### config.mk
export PLATFORM = sky130hd
export DESIGN_NAME = control_unit_sc
export DESIGN_NICKNAME = d
export VERILOG_FILES = /design/src/rtl/cu_pkg.sv /design/src/rtl/cu_decode.sv /design/src/rtl/control_unit_sc.sv
export SDC_FILE = /design/constraint.sdc
export NUM_CORES = 1
export LEC_CHECK = 0
export CAP_MARGIN = 20
export CORE_MARGIN = 2
export CORE_UTILIZATION = 35
export DETAILED_ROUTE_END_ITERATION = 6
export PLACE_DENSITY = 0.76
export SLEW_MARGIN = 20
export SYNTH_ARGS = -nofsm -noshare
export SYNTH_HDL_FRONTEND = slang
export SYNTH_SLANG_ARGS = --single-unit
export TNS_END_PERCENT = 30
### constraint.sdc
create_clock -name clk -period 2.6 [get_ports clk]
set_input_delay 0.78 -clock clk [delete_from_list [all_inputs] [get_ports clk]]
set_output_delay 0.78 -clock clk [all_outputs]
set_load 0.05 [all_outputs]
### src/rtl/cu_pkg.sv
// Shared types and field positions for the multi-cycle control unit.
package cu_pkg;
    localparam int PC_W = 8;
    localparam int IW   = 32;

    typedef enum logic [3:0] {
        OP_NOP  = 4'd0,
        OP_ALU  = 4'd1,
        OP_CMP  = 4'd2,
        OP_BR   = 4'd3,
        OP_JMP  = 4'd4,
        OP_HALT = 4'd15
    } opcode_e;

    typedef enum logic [2:0] {
        ST_RESET,
        ST_FETCH,
        ST_DECODE,
        ST_EXECUTE,
        ST_HALT
    } state_e;

    localparam int OPC_LSB = 28;
    localparam int ULA_LSB = 24;
    localparam int RD_LSB  = 20;
    localparam int RA_LSB  = 16;
    localparam int RB_LSB  = 12;
    localparam int SEL_LSB = 10;
    localparam int IMM_LSB = 0;

    localparam int FLAG_LT = 0;
    localparam int FLAG_LE = 1;
    localparam int FLAG_EQ = 2;
    localparam int FLAG_GE = 3;
    localparam int FLAG_GT = 4;
endpackage

### src/rtl/cu_decode.sv
// Pure combinational split of the instruction register into opcode and fields.
// Unknown opcodes decode to NOP; reserved bits [9:8] are ignored.
module cu_decode
    import cu_pkg::*;
(
    input  logic [31:0] i_ir,
    output opcode_e     o_opcode,
    output logic [3:0]  o_ula,
    output logic [3:0]  o_rd,
    output logic [3:0]  o_ra,
    output logic [3:0]  o_rb,
    output logic [1:0]  o_sel,
    output logic [7:0]  o_imm
);
    logic w_unused_rsvd;

    always_comb begin
        o_opcode = OP_NOP;
        case (i_ir[OPC_LSB +: 4])
            OP_ALU, OP_CMP, OP_BR, OP_JMP, OP_HALT: o_opcode = opcode_e'(i_ir[OPC_LSB +: 4]);
            default:                                o_opcode = OP_NOP;
        endcase
    end

    assign o_ula         = i_ir[ULA_LSB +: 4];
    assign o_rd          = i_ir[RD_LSB +: 4];
    assign o_ra          = i_ir[RA_LSB +: 4];
    assign o_rb          = i_ir[RB_LSB +: 4];
    assign o_sel         = i_ir[SEL_LSB +: 2];
    assign o_imm         = i_ir[IMM_LSB +: 8];
    assign w_unused_rsvd = ^i_ir[9:8];
endmodule

### src/rtl/control_unit_sc.sv
// Multi-cycle fetch/decode/execute control unit driving the 8-bit datapath selects.
// Latency 3 cycles per instruction plus memory wait; FETCH stalls until instr_valid.
// Optional CU_FLAGS_REG_EN: CMP latches comparator flags and BR tests the latched copy.
module control_unit_sc
    import cu_pkg::*;
#(
    parameter int PC_W = 8,
    parameter int IW   = 32
) (
    input  logic            clk,
    input  logic            rst,
    output logic            instr_req,
    output logic [PC_W-1:0] instr_addr,
    input  logic            instr_valid,
    input  logic [IW-1:0]   instr_data,
    input  logic [4:0]      outComparator,
    output logic [7:0]      CTE,
    output logic [3:0]      SRD,
    output logic [3:0]      SBA,
    output logic [3:0]      SBB,
    output logic [3:0]      SULA,
    output logic [1:0]      selMuxCTE,
    output logic            LE,
    output logic [PC_W-1:0] pc,
    output logic            halted
);
    state_e          r_state;
    logic [PC_W-1:0] r_pc;
    logic [IW-1:0]   r_ir;

    opcode_e    w_op;
    logic [3:0] w_ula, w_rd, w_ra, w_rb;
    logic [1:0] w_sel;
    logic [7:0] w_imm;
    logic [4:0] w_flags;
    logic [7:0] w_flags_ext;
    logic       w_taken;
    logic       w_active;

    cu_decode u_decode (
        .i_ir     (r_ir),
        .o_opcode (w_op),
        .o_ula    (w_ula),
        .o_rd     (w_rd),
        .o_ra     (w_ra),
        .o_rb     (w_rb),
        .o_sel    (w_sel),
        .o_imm    (w_imm)
    );

`ifdef CU_FLAGS_REG_EN
    logic [4:0] r_flags;
    assign w_flags = r_flags;
`else
    assign w_flags = outComparator;
`endif

    // Flag indices 5..7 read the zero padding, so such branches never take.
    assign w_flags_ext = {3'b000, w_flags};
    assign w_taken     = (w_op == OP_BR) && w_flags_ext[w_rd[2:0]];
    assign w_active    = (r_state == ST_DECODE) || (r_state == ST_EXECUTE);

    always_comb begin
        CTE       = '0;
        SRD       = '0;
        SBA       = '0;
        SBB       = '0;
        SULA      = '0;
        selMuxCTE = '0;
        if (w_active) begin
            case (w_op)
                OP_ALU: begin
                    SRD = w_rd; SBA = w_ra; SBB = w_rb; SULA = w_ula;
                    selMuxCTE = w_sel; CTE = w_imm;
                end
                OP_CMP: begin
                    SBA = w_ra; SBB = w_rb; SULA = w_ula;
                    selMuxCTE = w_sel; CTE = w_imm;
                end
                OP_BR: begin
                    SBA = w_ra; SBB = w_rb;
                    selMuxCTE = w_sel; CTE = w_imm;
                end
                default: ;
            endcase
        end
    end

    // rst masks the write enable so an interrupted ALU never lands in the bank.
    assign LE         = (r_state == ST_EXECUTE) && (w_op == OP_ALU) && !rst;
    assign instr_req  = (r_state == ST_FETCH) && !rst;
    assign halted     = (r_state == ST_HALT);
    assign instr_addr = r_pc;
    assign pc         = r_pc;

    always_ff @(posedge clk) begin
        if (rst) begin
            r_state <= ST_RESET;
            r_pc    <= '0;
            r_ir    <= '0;
`ifdef CU_FLAGS_REG_EN
            r_flags <= '0;
`endif
        end else begin
            case (r_state)
                ST_RESET:   r_state <= ST_FETCH;
                ST_FETCH: begin
                    if (instr_valid) begin
                        r_ir    <= instr_data;
                        r_state <= ST_DECODE;
                    end
                end
                ST_DECODE:  r_state <= ST_EXECUTE;
                ST_EXECUTE: begin
                    if (w_op == OP_HALT) begin
                        r_state <= ST_HALT;
                    end else begin
                        r_state <= ST_FETCH;
                        r_pc    <= ((w_op == OP_JMP) || w_taken) ? PC_W'(w_imm) : r_pc + PC_W'(1);
                    end
`ifdef CU_FLAGS_REG_EN
                    if (w_op == OP_CMP) r_flags <= outComparator;
`endif
                end
                ST_HALT:    r_state <= ST_HALT;
                default:    r_state <= ST_RESET;
            endcase
        end
    end
endmodule

==> results.yml, run 1 <==
run_status:
  run_status: "complete, but fails checks"
  violations: "setup timing"
sta:
  skew_ns: 0.00445
  drv_slew: 0
  fmax_mhz: 382
  setup_viol: 6
  worst_slew_pin_slew_ns: 0.692
  rsz0062_at_grt: "yes"
  hold_viol: 0
  worst_slack_ns: -0.0190
  tns_ns: -0.0359
  fin_crit_sh_pct: 101
  max_slew_margin_pct: 53.9
  min_period_ns: 2.62
worst_hold_path:
  hold_class: "register to register"
  hp-start: "r_ir[26]"
  hold-path-endpoint: "r_ir[26]"
  min_path_cells: 2
critical_path:
  cp_max_fo: 4
  cp.required_ns: 1.82
  endpoint_kind: "output pin"
  cp.arrival_ns: 1.84
  rrSetupSlack_ns: 0.53
  rr_startpoint: "r_ir[20]"
  setup.worst_path.start_class: "register"
  r2r_end: "instr_addr[3]"
  path_class: "register to output pin"
  ff2ff_path_depth: 5
yosys:
  syn_avg_cell_area_um2: 7.70
  synth_area_leaders: "dfxtp_1, nand2_1, a21oi_1"
  synth_top_area_share_pct: 39.8
  synth_seq_cells: 41
  synth-edff-count: 0
  synth_cell_types: 39
  synth.cell_area_mm2: 0.00206
  ys_async_sr_fraction_pct: 0
  yosysTopAreaCell: "dfxtp_1"
  yosysWarnings: 0
  ys.flop_type: "dfxtp_1"
  synthCells: 268
  synth_fp_nets: 309
  ys_seq_area_share_pct: 39.8
placement:
  dp_cells: 412
  routabilityCongestion: 0.806
  portBuffers: 82
  placed_cell_area_mm2: 0.00321
  place_hpwl_mm: 4.18
  preCtsSetupSlack_ns: -0.0541
final_layout:
  post-route-util_pct: 59.8
  final_cells: 422
  layout-drive-gt1-share_pct: 21.4
  final-seq-area_um2: 821
  fill_cells: 507
  layout_common_cells: "nand2_1, clkdlybuf4s50_1, dfxtp_1"
  n_antenna_cell: 0
  multiInputGateArea_mm2: 0.00116
  layout.nets: 390
  final_common_cell: "nand2_1"
  design_area_mm2: 0.00336
  area_growth_pct: 62.5
floorplan:
  die_y_um: 80.8
  rows: 27
  die_area_mm2: 0.00653
  num_io_pins: 85
  start_util_pct: 36.8
  die_w_um: 80.8
  core_region_area_mm2: 0.00561
global_routing:
  grt-ovfl-total: 0
  grt_antenna_before_repair: 0
  grt_pass1_vias: 1940
  track_usage_pct: 18.3
  grt_pass1_wl_mm: 9.28
  grt_max_degree: 33
cts:
  numCtsBuffers: 5
  htreeDepth: 2
  cts-root-buf: "clkbuf_8"
  clk_latency_ns: 0.29
  clockBufferDepth: 2
  cts_tree: "done"
  clkSinkCount: 41
  clk_pin_slew_ns: 0.08
detailed_routing:
  post-route-drc-count: 0
  drt-total-wl_mm: 5.67
  drt_iter0_markers: 64
  ant_nets: 0
  viasPerCell: 4.98
  route.vias.total: 2101
  firstDrtPassIters: 4
  wire_per_inst_um: 13.4
power:
  p_leak_nw: 1.26
  cellPowerDensity_mw_per_mm2: 402
  max-vdd-ir-drop_mv: 0.221
run:
  drv_cap: 0
-- power by group --
group	internal [mW]	switching (mW)
Clock	0.186	0.212
Combinational	0.126	0.139
Sequential	0.658	0.0282
Total	0.970	0.379
-- cell type report --
cell class              count  area share [%]
multi-input cells         202            34.6
repair buffers             96            35.5
well taps                  72            2.68
clock buffers               6            2.16
inverters                   3           0.336
flip-flops and latches     41            24.5
clock inverters             2           0.298
-- worst max-delay path: stages, from the launching register on --
cell,delay (ns)
dfxtp_1,0.32
or4b_4,0.58
nor2_1,0.25
and2_1,0.25
buf_12,0.16
-- state kept, by name, summed over array words and instances, names as in the netlist --
signal and flops:
instr_addr 8, r_ir 30, r_state 3
-- layer usage --
layer / GRT usage (%) / up-vias / wire length [um]
li1: - / 1056 / -
met1: 22.5 / 969 / 2390
met2: 30.3 / 67 / 2830
met3: 5.22 / 9 / 350
met4: 6.95 / 0 / 98
met5: 0 / - / 0
-- cells by family after synthesis --
kind of cell / Yosys count / share of synthesized area [%]
AND/OR/NAND/NOR: 136 / 32.1
multiplexers: 7 / 3.39
buffers and inverters: 25 / 7.15
flip-flops: 41 / 39.8
AO/OA/AOI/OAI: 58 / 17.0
adder cells (fa/ha/maj): 1 / 0.606
-- stage by stage --
stage / hold WS, ns / total power [mW]
2_1_floorplan: 0.432 / 0.847
3_3_place_gp: 0.437 / 0.953
3_5_place_dp: 0.442 / 0.960
4_1_cts: 0.454 / 1.37
5_1_grt: 0.476 / 1.42
6_report: 0.453 / 1.35
-- cells in the mapped netlist (all sizes together), types with 3 or more instances --
cell type   n
mux2i       7
nor2b       3
nand3       4
dfxtp      41
nand2b      3
nor2       12
and2       26
clkbuf     10
a211oi      4
a21oi      39
nand2      69
a2bb2oi     3
inv         3
buf        12
nor3        4
o21ai       3
-- repair_timing --
item	in CTS	in global routing
buffers inserted	1	1
pin swaps	2	5
gates resized for setup	15	6
cloned	1	0
endpoints found under the setup margin	23	27
hold buffers	0	0
-- worst max path at each step --
stage | startpoint | endpoint | slack [ns]
2_1_floorplan | r_state[1] | CTE[2] | -0.03
3_3_place_gp | outComparator[3] | instr_addr[3] | 0.003
3_5_place_dp | outComparator[3] | instr_addr[3] | -0.05
4_1_cts | r_state[2] | CTE[0] | -0.05
5_1_grt | r_ir[31] | SBA[1] | -0.07
6_report | r_ir[31] | SRD[1] | -0.02
Note: power is estimated with default switching activity, not from simulation.
==> run 2, diff against run 1 <==
--- a/config.mk
+++ b/config.mk
@@ -9,6 +9,7 @@
 export CORE_MARGIN = 2
 export CORE_UTILIZATION = 35
 export DETAILED_ROUTE_END_ITERATION = 6
+export MAX_ROUTING_LAYER = met4
 export PLACE_DENSITY = 0.76
 export SLEW_MARGIN = 20
 export SYNTH_ARGS = -nofsm -noshare
==> constraint.sdc (replaced) <==
create_clock -name clk -period 2.6 [get_ports clk]
set_input_delay 0.52 -clock clk [delete_from_list [all_inputs] [get_ports clk]]
set_output_delay 0.52 -clock clk [all_outputs]
set_load 0.05 [all_outputs]
==> run 2 against run 1 <==
  * The run now ends clean
  * Core utilization decreased by 1.5 points
  * Register-to-register slack better by 0.10 ns
  * Combinational power decreased by 7.5%
  * First-iteration DRC count up 17%
  * Power up 8.7%
  * Critical path type unchanged
  * Largest cell class unchanged
==> results.yml, run 2 (synthesis results as in run 1) <==
run_status:
  run_status: "completed"
sta:
  worst_slew_pin_slew_ns: 0.674
  skew_ns: 0.00649
  setup_viol: 0
  max_slew_margin_pct: 55.0
  fin_crit_sh_pct: 96.6
  drv_slew: 0
  fmax_mhz: 398
  min_period_ns: 2.51
  hold_viol: 0
  rsz0062_at_grt: "yes"
placement:
  portBuffers: 82
  place_hpwl_mm: 4.09
  routabilityCongestion: 0.846
cts:
  cts_tree: "done"
  clockBufferDepth: 2
  clk_latency_ns: 0.29
  clkSinkCount: 41
  numCtsBuffers: 5
  cts-root-buf: "clkbuf_8"
  cts_setup_buffers: 0
  htreeDepth: 2
  clk_pin_slew_ns: 0.08
detailed_routing:
  wire_per_inst_um: 13.4
  drt_iter0_markers: 75
  drt-total-wl_mm: 5.56
  viasPerCell: 5.03
  post-route-drc-count: 0
  firstDrtPassIters: 4
  route.vias.total: 2082
  ant_nets: 0
critical_path:
  cp_top_family: "simple AND/OR/NAND/NOR gates"
  setup.worst_path.start_class: "register"
  cp.arrival_ns: 1.99
  cp_max_fo: 13
  crit_slowest_cell: "or4b_1"
  endpoint_kind: "output pin"
  path_class: "register to output pin"
  rrSetupSlack_ns: 0.63
  worstPathBufferInverterCount: 2
  cp-startpoint: "r_ir[30]"
  ff2ff_path_depth: 5
  r2r_end: "instr_addr[3]"
  cp_num_cells: 5
  cp.required_ns: 2.08
  path_cells: "or4b_1 > nor2_1 > buf_4 > and2_1 > buf_12"
  cpPeakStageDelay_ns: 0.59
  rr_startpoint: "r_ir[20]"
  endpoint: "selMuxCTE[0]"
floorplan:
  rows: 27
  die_area_mm2: 0.00653
  num_io_pins: 85
  start_util_pct: 36.8
  die_y_um: 80.8
  core_region_area_mm2: 0.00561
  die_w_um: 80.8
global_routing:
  grt_antenna_before_repair: 0
  grt_pass1_vias: 1938
  grt_pass1_wl_mm: 9.23
  grt-ovfl-total: 0
  track_usage_pct: 18.8
  grt_max_degree: 39
power:
  finalPower_mw: 1.47
  p_comb_share_pct: 16.7
  max-vdd-ir-drop_mv: 0.270
  pwr-share-seq_pct: 47.1
  power.share.switching_pct: 25.9
  power.share.clock_pct: 36.2
  p_leak_nw: 1.22
  p_int_mw: 1.09
  p_switching_mw: 0.380
  cellPowerDensity_mw_per_mm2: 448
run:
  drv_cap: 0
final_layout:
  n_antenna_cell: 0
  largest_reg_flops: 30
  final_common_cell: "nand2_1"
  layout-drive-gt1-share_pct: 14.6
  largest-register: "r_ir"
  post-route-util_pct: 58.4
  area_growth_pct: 58.5
  layout_common_cells: "nand2_1, clkdlybuf4s50_1, dfxtp_1"
  layout.nets: 382
worst_hold_path:
  hold_class: "register to register"
## run 2: cell count changes in the layout (fill, tap and decap cells not counted), moves of 2 or more
| cell | previous run | this run |
|---|---|---|
| and2_1 | 11 | 25 |
| and2_4 | 14 | 0 |
| buf_4 | 15 | 7 |
| clkinv_2 | 2 | 0 |
## run 2: how the worst min path moves through the flow
stage              from        to  slack (ns)  cells after the start
2_1_floorplan  r_ir[10]  r_ir[10]        0.43                      2
3_3_place_gp   r_ir[10]  r_ir[10]        0.44                      2
3_5_place_dp   r_ir[23]  r_ir[23]        0.44                      2
4_1_cts        r_ir[23]  r_ir[23]        0.45                      2
5_1_grt        r_ir[11]  r_ir[11]        0.47                      2
6_report       r_ir[19]  r_ir[19]        0.45                      2
## run 2: layer usage
layer	vias up	global-route usage, %	part of all wire, %
li1	1048	-	-
met1	968	23.3	44
met2	62	31.2	50
met3	4	4.67	5.0
met4	0	3.90	0.79
met5	-	-	0
## run 2: per-stage QoR
step	hold slack (ns)	cell area [um^2]	setup WS [ns]	instances	TNS, ns
floorplan	0.432	2070	0.249	268	0
global placement	0.437	3150	0.234	406	0
detailed placement	0.443	3150	0.202	406	0
CTS	0.454	3270	0.0748	414	0
global route	0.474	3270	-0.0382	414	-0.309
finish	0.450	3270	0.0883	414	0
## run 2: power by group through the flow
| stage | Sequential (mW) | Combinational, mW | Clock [mW] |
|---|---|---|---|
| 2_1_floorplan | 0.716 | 0.130 | 0 |
| 3_3_place_gp | 0.702 | 0.242 | 0 |
| 3_5_place_dp | 0.705 | 0.246 | 0 |
| 4_1_cts | 0.690 | 0.247 | 0.542 |
| 5_1_grt | 0.697 | 0.268 | 0.583 |
| 6_report | 0.691 | 0.245 | 0.532 |
## run 2: worst min-delay path: stages (launching register included)
cell and delay, ns:
dfxtp_1 0.31, nand2_1 0.05, a21oi_1 0.05
## run 2: final cells by class
| cell class | instances | area (um^2) |
|---|---|---|
| clock buffers | 7 | 86.3 |
| clock inverters | 1 | 30.0 |
| fillers | 518 | 2330 |
| inverters | 3 | 11.3 |
| multi-input cells | 202 | 1100 |
| flip-flops and latches | 41 | 822 |
| well taps | 72 | 90.1 |
| repair buffers | 88 | 1130 |
## run 2: what timing repair did
action | in CTS | in global routing
gates resized for setup | 0 | 2
hold endpoints to repair | 0 | 0
hold buffers | 0 | 0
setup endpoints to repair | 0 | 18
